$ cat src/rtl/key_entry_pkg.sv
// Key entry buffer shared types and constants.
// FSM states, digit limit and default geometry.
package key_entry_pkg;

  typedef enum logic [1:0] {
    EMPTY,
    ENTRY,
    FULL
  } state_t;

  localparam int DIGIT_MAX      = 9;
  localparam int NUM_DIGITS_DEF = 4;
  localparam int DIGIT_W_DEF    = 4;

endpackage

$ cat src/rtl/key_digit_check.sv
// Combinational decimal-digit qualifier for keys.
// Used only when KEY_ENTRY_DIGIT_CHECK_EN is defined.
module key_digit_check
  import key_entry_pkg::*;
#(
  parameter int DIGIT_W = DIGIT_W_DEF
) (
  input  logic [DIGIT_W-1:0] key,
  output logic               accept
);

  // Accept only keys in the decimal range 0..DIGIT_MAX.
  assign accept = (32'(key) <= 32'(DIGIT_MAX));

endmodule

$ cat src/rtl/key_entry_buffer.sv
// Keypad entry buffer with backspace, clear and commit.
// KEY_ENTRY_DIGIT_CHECK_EN: reject keys above 9.
module key_entry_buffer
  import key_entry_pkg::*;
#(
  parameter int NUM_DIGITS = NUM_DIGITS_DEF,
  parameter int DIGIT_W    = DIGIT_W_DEF
) (
  input  logic                            clock,
  input  logic                            reset,
  input  logic                            shift,
  input  logic [DIGIT_W-1:0]              key,
  input  logic                            backspace,
  input  logic                            clear,
  input  logic                            commit,
  output logic [NUM_DIGITS*DIGIT_W-1:0]   key_buffer,
  output logic [NUM_DIGITS*DIGIT_W-1:0]   committed_buffer,
  output logic [$clog2(NUM_DIGITS+1)-1:0] digit_count,
  output logic                            full,
  output logic                            entry_valid,
  output logic                            entry_error
);

  localparam int BW = NUM_DIGITS * DIGIT_W;
  localparam int CW = $clog2(NUM_DIGITS + 1);

  state_t          state;
  state_t          state_n;
  logic [BW-1:0]   buf_n;
  logic [BW-1:0]   cbuf_n;
  logic [CW-1:0]   cnt_n;
  logic            valid_n;
  logic            error_n;
  logic            key_ok;
  logic            do_clear;
  logic            do_commit;
  logic            do_bs;
  logic            do_shift;

`ifdef KEY_ENTRY_DIGIT_CHECK_EN
  key_digit_check #(
    .DIGIT_W (DIGIT_W)
  ) u_digit_check (
    .key    (key),
    .accept (key_ok)
  );
`else
  assign key_ok = 1'b1;
`endif

  assign do_clear  = clear;
  assign do_commit = commit & ~clear;
  assign do_bs     = backspace & ~clear & ~commit;
  assign do_shift  = shift & ~clear & ~commit
                   & ~backspace;

  assign full = (state == FULL);

  // Next entry, count, state and pulses by priority.
  always_comb begin
    state_n = state;
    buf_n   = key_buffer;
    cbuf_n  = committed_buffer;
    cnt_n   = digit_count;
    valid_n = 1'b0;
    error_n = 1'b0;
    unique case (1'b1)
      do_clear: begin
        buf_n   = '0;
        cnt_n   = '0;
        state_n = EMPTY;
      end
      do_commit: begin
        if (state == FULL) begin
          cbuf_n  = key_buffer;
          valid_n = 1'b1;
          buf_n   = '0;
          cnt_n   = '0;
          state_n = EMPTY;
        end else begin
          error_n = 1'b1;
        end
      end
      do_bs: begin
        if (state != EMPTY) begin
          buf_n = {{DIGIT_W{1'b0}},
                   key_buffer[BW-1:DIGIT_W]};
          cnt_n = digit_count - CW'(1);
          state_n = (digit_count == CW'(1))
                  ? EMPTY : ENTRY;
        end
      end
      do_shift: begin
        if (!key_ok) begin
          error_n = 1'b1;
        end else begin
          buf_n = {key_buffer[BW-DIGIT_W-1:0],
                   key};
          if (state != FULL) begin
            cnt_n = digit_count + CW'(1);
            state_n = (cnt_n == CW'(NUM_DIGITS))
                    ? FULL : ENTRY;
          end
        end
      end
      default: ;
    endcase
  end

  // Register state and all outputs; reset clears all.
  always_ff @(posedge clock or negedge reset) begin
    if (!reset) begin
      state            <= EMPTY;
      key_buffer       <= '0;
      committed_buffer <= '0;
      digit_count      <= '0;
      entry_valid      <= 1'b0;
      entry_error      <= 1'b0;
    end else begin
      state            <= state_n;
      key_buffer       <= buf_n;
      committed_buffer <= cbuf_n;
      digit_count      <= cnt_n;
      entry_valid      <= valid_n;
      entry_error      <= error_n;
    end
  end

endmodule
$ cat config.mk
export PLATFORM = sky130hd
export DESIGN_NAME = key_entry_buffer
export DESIGN_NICKNAME = d
export VERILOG_FILES = /design/src/rtl/key_entry_pkg.sv /design/src/rtl/key_digit_check.sv /design/src/rtl/key_entry_buffer.sv
export SDC_FILE = /design/constraint.sdc
export NUM_CORES = 1
export LEC_CHECK = 0
export CAP_MARGIN = 20
export CORE_MARGIN = 2
export CORE_UTILIZATION = 61
export DETAILED_ROUTE_END_ITERATION = 8
export DONT_BUFFER_PORTS = 1
export PLACE_DENSITY = 0.83
export SLEW_MARGIN = 20
export SYNTH_ARGS = -nofsm -noshare
export SYNTH_HDL_FRONTEND = slang
export SYNTH_HIERARCHICAL = 1
export SYNTH_SLANG_ARGS = --single-unit
$ cat constraint.sdc
create_clock -name clock -period 1.71 [get_ports clock]
set_clock_uncertainty 0.1 [all_clocks]
set_input_delay 0.4275 -clock clock [delete_from_list [all_inputs] [get_ports clock]]
set_output_delay 0.4275 -clock clock [all_outputs]
set_load 0.005 [all_outputs]
**Word-level counts from Yosys, hierarchy flattened**

Index checks and enable logic that the tools add are counted.

- Flip-flop bits (word level): 39
- Input port bits: 10
- Output and inout port bits: 38
- Word-level logic and storage cells: 46

- $add $sub $neg: 2
- Equal/unequal tests: 7
- Muxes and demuxes: 17
- Bitwise logic cells: 9
- Reductions and logical operators: 5

Operator list:

| cell | number |
|---|---|
| $pmux 16 s4 | 1 |
| $mux 16 | 2 |
| $pmux 3 s4 | 1 |
| $mux 3 | 3 |
| $mux 2 | 4 |
| $pmux 2 s4 | 1 |
| $and 1x1->1 | 6 |
| $mux 1 | 5 |
| $ne 2x1->1 const B | 2 |
| $ne 2x2->1 const B | 2 |
| $reduce_and 4->1 | 1 |
| $reduce_bool 4->1 | 1 |
| $add 3x1->3 const B | 1 |
| $eq 3x1->1 const B | 1 |
| $eq 3x3->1 const B | 1 |
| $not 1->1 | 3 |
| $reduce_and 3->1 | 1 |
| $sub 3x1->3 const B | 1 |
| $eq 2x2->1 const B | 1 |
| $reduce_and 2->1 | 1 |
| $reduce_bool 2->1 | 1 |

**Depth between registers and ports, before layout**

- Word-level depth: 6
- Gate-level depth with buffers: 5
- Depth with buffers taken out: 5

**Worst setup path before layout**

No wires, ideal clock.

- Path type: input-to-reg
- Start: input shift
- End: register key_buffer[10]
- Data arrival time: 1.537 ns
- Required time: 1.485 ns
- Setup slack: -0.053 ns
- Cell stages on the path: 4
- Buffers on the path: 1
- Cell sequence: or3_4 -> a21oi_4 -> buf_6 -> mux2_4

- Cells in the longest elaborated chain, start to end: 5

RTL lines:

| element | RTL line | text |
|---|---|---|
| from (decl) | key_entry_buffer.sv:11 | `input logic shift,` |
| $and 1x1->1 * (2 in series) | key_entry_buffer.sv:54 | `assign do_shift = shift & ~clear & ~commit` |
| $and 1x1->1 * | key_entry_buffer.sv:55 | `& ~backspace;` |
| $reduce_bool 4->1 (no source line) | -- |  |
| $reduce_and 3->1 (no source line) | -- |  |
| to (signal assigned) | key_entry_buffer.sv:121 | `key_buffer <= buf_n;` |
| to (decl) | key_entry_buffer.sv:16 | `output logic [NUM_DIGITS*DIGIT_W-1:0] key_buffer,` |

Every way passes the cells marked *; elsewhere a longest branch is shown, timed or not.
A chain may end at the register's enable or synchronous reset.

**Final worst setup path**

- Start: register state[0]
- End: register digit_count[2]

- Cells in the longest elaborated chain, start to end: 3

RTL lines:

| element | RTL line | text |
|---|---|---|
| from (decl) | key_entry_buffer.sv:27 | `state_t state;` |
| from (signal assigned) | key_entry_buffer.sv:120 | `state <= state_n;` |
| $ne 2x2->1 (tied with other cells) | key_entry_buffer.sv:99 | `if (state != FULL) begin` |
| $ne 2x1->1 (no source line) / $ne 2x2->1 (equally long branches) | -- |  |
| $reduce_and 4->1 (no source line) * | -- |  |
| to (signal assigned) | key_entry_buffer.sv:123 | `digit_count <= cnt_n;` |
| to (decl) | key_entry_buffer.sv:18 | `output logic [$clog2(NUM_DIGITS+1)-1:0] digit_count,` |

Marked as above.

==> flow_metrics.tcl <==
set metrics [dict create \
    status "finished, final reports clean" \
    hold_violations 0 \
    critPathArrivalTime_ns 1.80 \
    rows 19 \
    yosys_register_bits 39 \
    end_kind "flip-flop" \
    max_stage_delay_ns 0.42 \
    synth.avg_cell_area_um2 14.3 \
    grt_overflow 0 \
    finalPower_mw 1.57 \
    ant_nets 0 \
    syn_area_um2 1810 \
    p_seq_frac 0.612 \
    fin_area_um2 1950 \
    tns_ns 0 \
    clkTransAtPathRegs_ns 0.11 \
    hold_class "in -> reg" \
    combPwrFrac 0.083 \
    firstDrtPassIters 6 \
    sw_frac_of_total 0.241 \
    clkLatencyLatePin_ns 0.35 \
    grt_max_degree 40 \
    final_max_slew_viol_count 0 \
    worst_pin_slew_ns 0.274 \
    path_buf_inv 0 \
    yosys.area_share.simple 0.0539 \
    cap_viol_max_count 0 \
    slew_headroom 0.817 \
    port_buffers 0 \
    core_area_um2 2780 \
    routed_wire_length_per_instance_um 19.6 \
    drc 0 \
    synthTopCellsByArea "dfrtp_1, mux2_2, a22o_1" \
    die_h_um 58.5 \
    yosysWarnings 6 \
    syn-num-nets 141 \
    muxShareOfSynthArea 0.201 \
    grt_pass1_vias 1085 \
    start_util 0.651 \
    cp_slowest_cell "dfrtp_1" \
    drt_iter0_markers 34 \
    p_int_mw 1.19 \
    avgViaCountPerCell 6.56 \
    grt_first_pass_wirelength_mm 5.06 \
    grt_antenna_before_repair 0 \
    cp-start-kind "flip-flop" \
    cts_root_buf "clkbuf_4" \
    max_freq_mhz 606 \
    cts_tree "done" \
    layout_common_cells "dfrtp_1, mux2_2, a22o_1" \
    synth_seq_area_share 0.539 \
    synth_top_area_share 0.539 \
    drive_above_1_share 0.351 \
    peakVddDrop_uv 792 \
    route.vias.total 1082 \
    wirelength_mm 3.24 \
    cp_num_cells 4 \
    whs_path_depth 2 \
    clock_path_buffers 2 \
    synth_compound_area_frac 0.139 \
    cts-resized-gates 0 \
    layout_commonest_cell "dfrtp_1" \
    critical_path_class "reg -> reg" \
    clkPwrFrac 0.305 \
    numCtsBuffers 5 \
    grt_setup_unrepaired "false" \
    holdWs_ns 0.164 \
    synth_top_family_by_area "multiplexers" \
    r2r_cells 4 \
    die_x_um 58.5 \
    pin_count 48 \
    synth_adder_area_share 0.0276 \
    clock_sinks 39 \
    dp_hpwl_mm 2.26 \
    crit_chain "nand2b_4 > a211o_1 > a21o_1 > a311oi_1" \
    setup_viol 0 \
    min_period_ns 1.65 \
    power_density_nw_per_um2 801 \
    worstPathRequired_ns 1.86 \
    synthToLayoutAreaGrowth_pct 7.80 \
    grt_util_all_layers 0.205 \
    placed_area_um2 1870 \
    synth_xor_area_frac 0.00483 \
    ys_types 32 \
    dieArea_um2 3420 \
    antenna_cells 0 \
    place_congestion 0.811 \
    netlist.top_cell.by_area "dfrtp_1" \
    fin_crit_sh 0.965 \
    p_leak_nw 0.971 \
    cp_max_fo 5 \
    cts_htree_levels 2 \
    syn_inst 127 \
    critPathTopFamily "compound AO/OA/AOI/OAI gates" \
    placedCellCount 156 \
    netSwitchingPower_mw 0.377 \
    final_nets 148 \
    finalNonFillerCells 165 \
]
==> repair_timing <==
item                       4_1_cts  5_1_grt
hold endpoints to repair        39        0
hold buffers                     2        0
buffers inserted                 0        0
setup endpoints to repair        0        0
==> state kept, by name (all words and copies together), names as in the netlist <==
register,flops
committed_buffer,16
entry_error,1
entry_valid,1
digit_count,3
key_buffer,16
state,2
==> power by group through the flow <==
stage | sequential (mW) | clock (mW) | combinational [mW]
4_1_cts | 0.958 | 0.485 | 0.132
3_3_place_gp | 0.975 | 0 | 0.103
6_report | 0.958 | 0.477 | 0.130
5_1_grt | 0.960 | 0.536 | 0.144
2_1_floorplan | 0.971 | 0 | 0.0936
3_5_place_dp | 0.976 | 0 | 0.106
==> final timing paths <==
path                                            startpoint                         endpoint  slack, ns
min in group asynchronous                            reset        key_buffer[7]$_DFFE_PN0P_       0.41
setup / recovery                      state[0]$_DFFE_PN0P_       digit_count[2]$_DFFE_PN0P_       0.06
hold / removal                                       clear             state[0]$_DFFE_PN0P_       0.16
max in group asynchronous                            reset        key_buffer[6]$_DFFE_PN0P_       0.90
hold reg to reg            committed_buffer[3]$_DFFE_PN0P_  committed_buffer[3]$_DFFE_PN0P_       0.44
setup reg to reg                      state[0]$_DFFE_PN0P_       digit_count[2]$_DFFE_PN0P_       0.06
==> worst reg2reg max path, stage by stage, from the launching register on <==
cell and delay, ns:
dfrtp_1 0.42, nand2b_4 0.19, a211o_1 0.33, a21o_1 0.24
a311oi_1 0.27
==> routing by layer <==
layer	up-vias	wire length, um	track usage
met5	-	0	0
met4	0	39	0.0930
met3	7	237	0.0945
met2	38	1540	0.303
met1	555	1420	0.258
li1	482	-	-
==> cell usage after synthesis (all sizes together) <==
library cell	number
nand2b	2
or4b	1
nor4b	1
mux2	28
o21ai	3
or3	1
buf	6
xor2	1
dfrtp	39
a31oi	1
nor2	2
ha	4
a221oi	1
a211oi	2
a21oi	2
a21o	2
mux2i	3
inv	5
a22o	16
nor3b	1
a211o	1
a2bb2oi	1
nand2	2
nor2b	1
a311oi	1
==> metrics by stage <==
step                      worst slack (ns)  utilization
final                               0.0599        0.702
after global routing               0.00381        0.702
after CTS                           0.0564        0.702
after detailed placement           0.00544        0.671
after global placement              0.0285        0.671
after floorplan                    -0.0310            -
==> area by class of cell <==
type                            instances  area (um^2)
Inverter                                5         18.8
Clock inverter                          1         5.00
Tap cell                               31         38.8
Timing Repair Buffer                    6         85.1
Clock buffer                            6         51.3
Multi-Input combinational cell         77          778
Sequential cell                        39          976
Fill cell                             193          828
==> logic make-up after synthesis <==
group	after synthesis
flip-flops	39
multiplexers	31
AO/OA/AOI/OAI	30
buffers and inverters	11
AND/OR/NAND/NOR	11
adder cells (fa/ha/maj)	4
XOR/XNOR	1
Note: power is estimated with default switching activity, not from simulation.
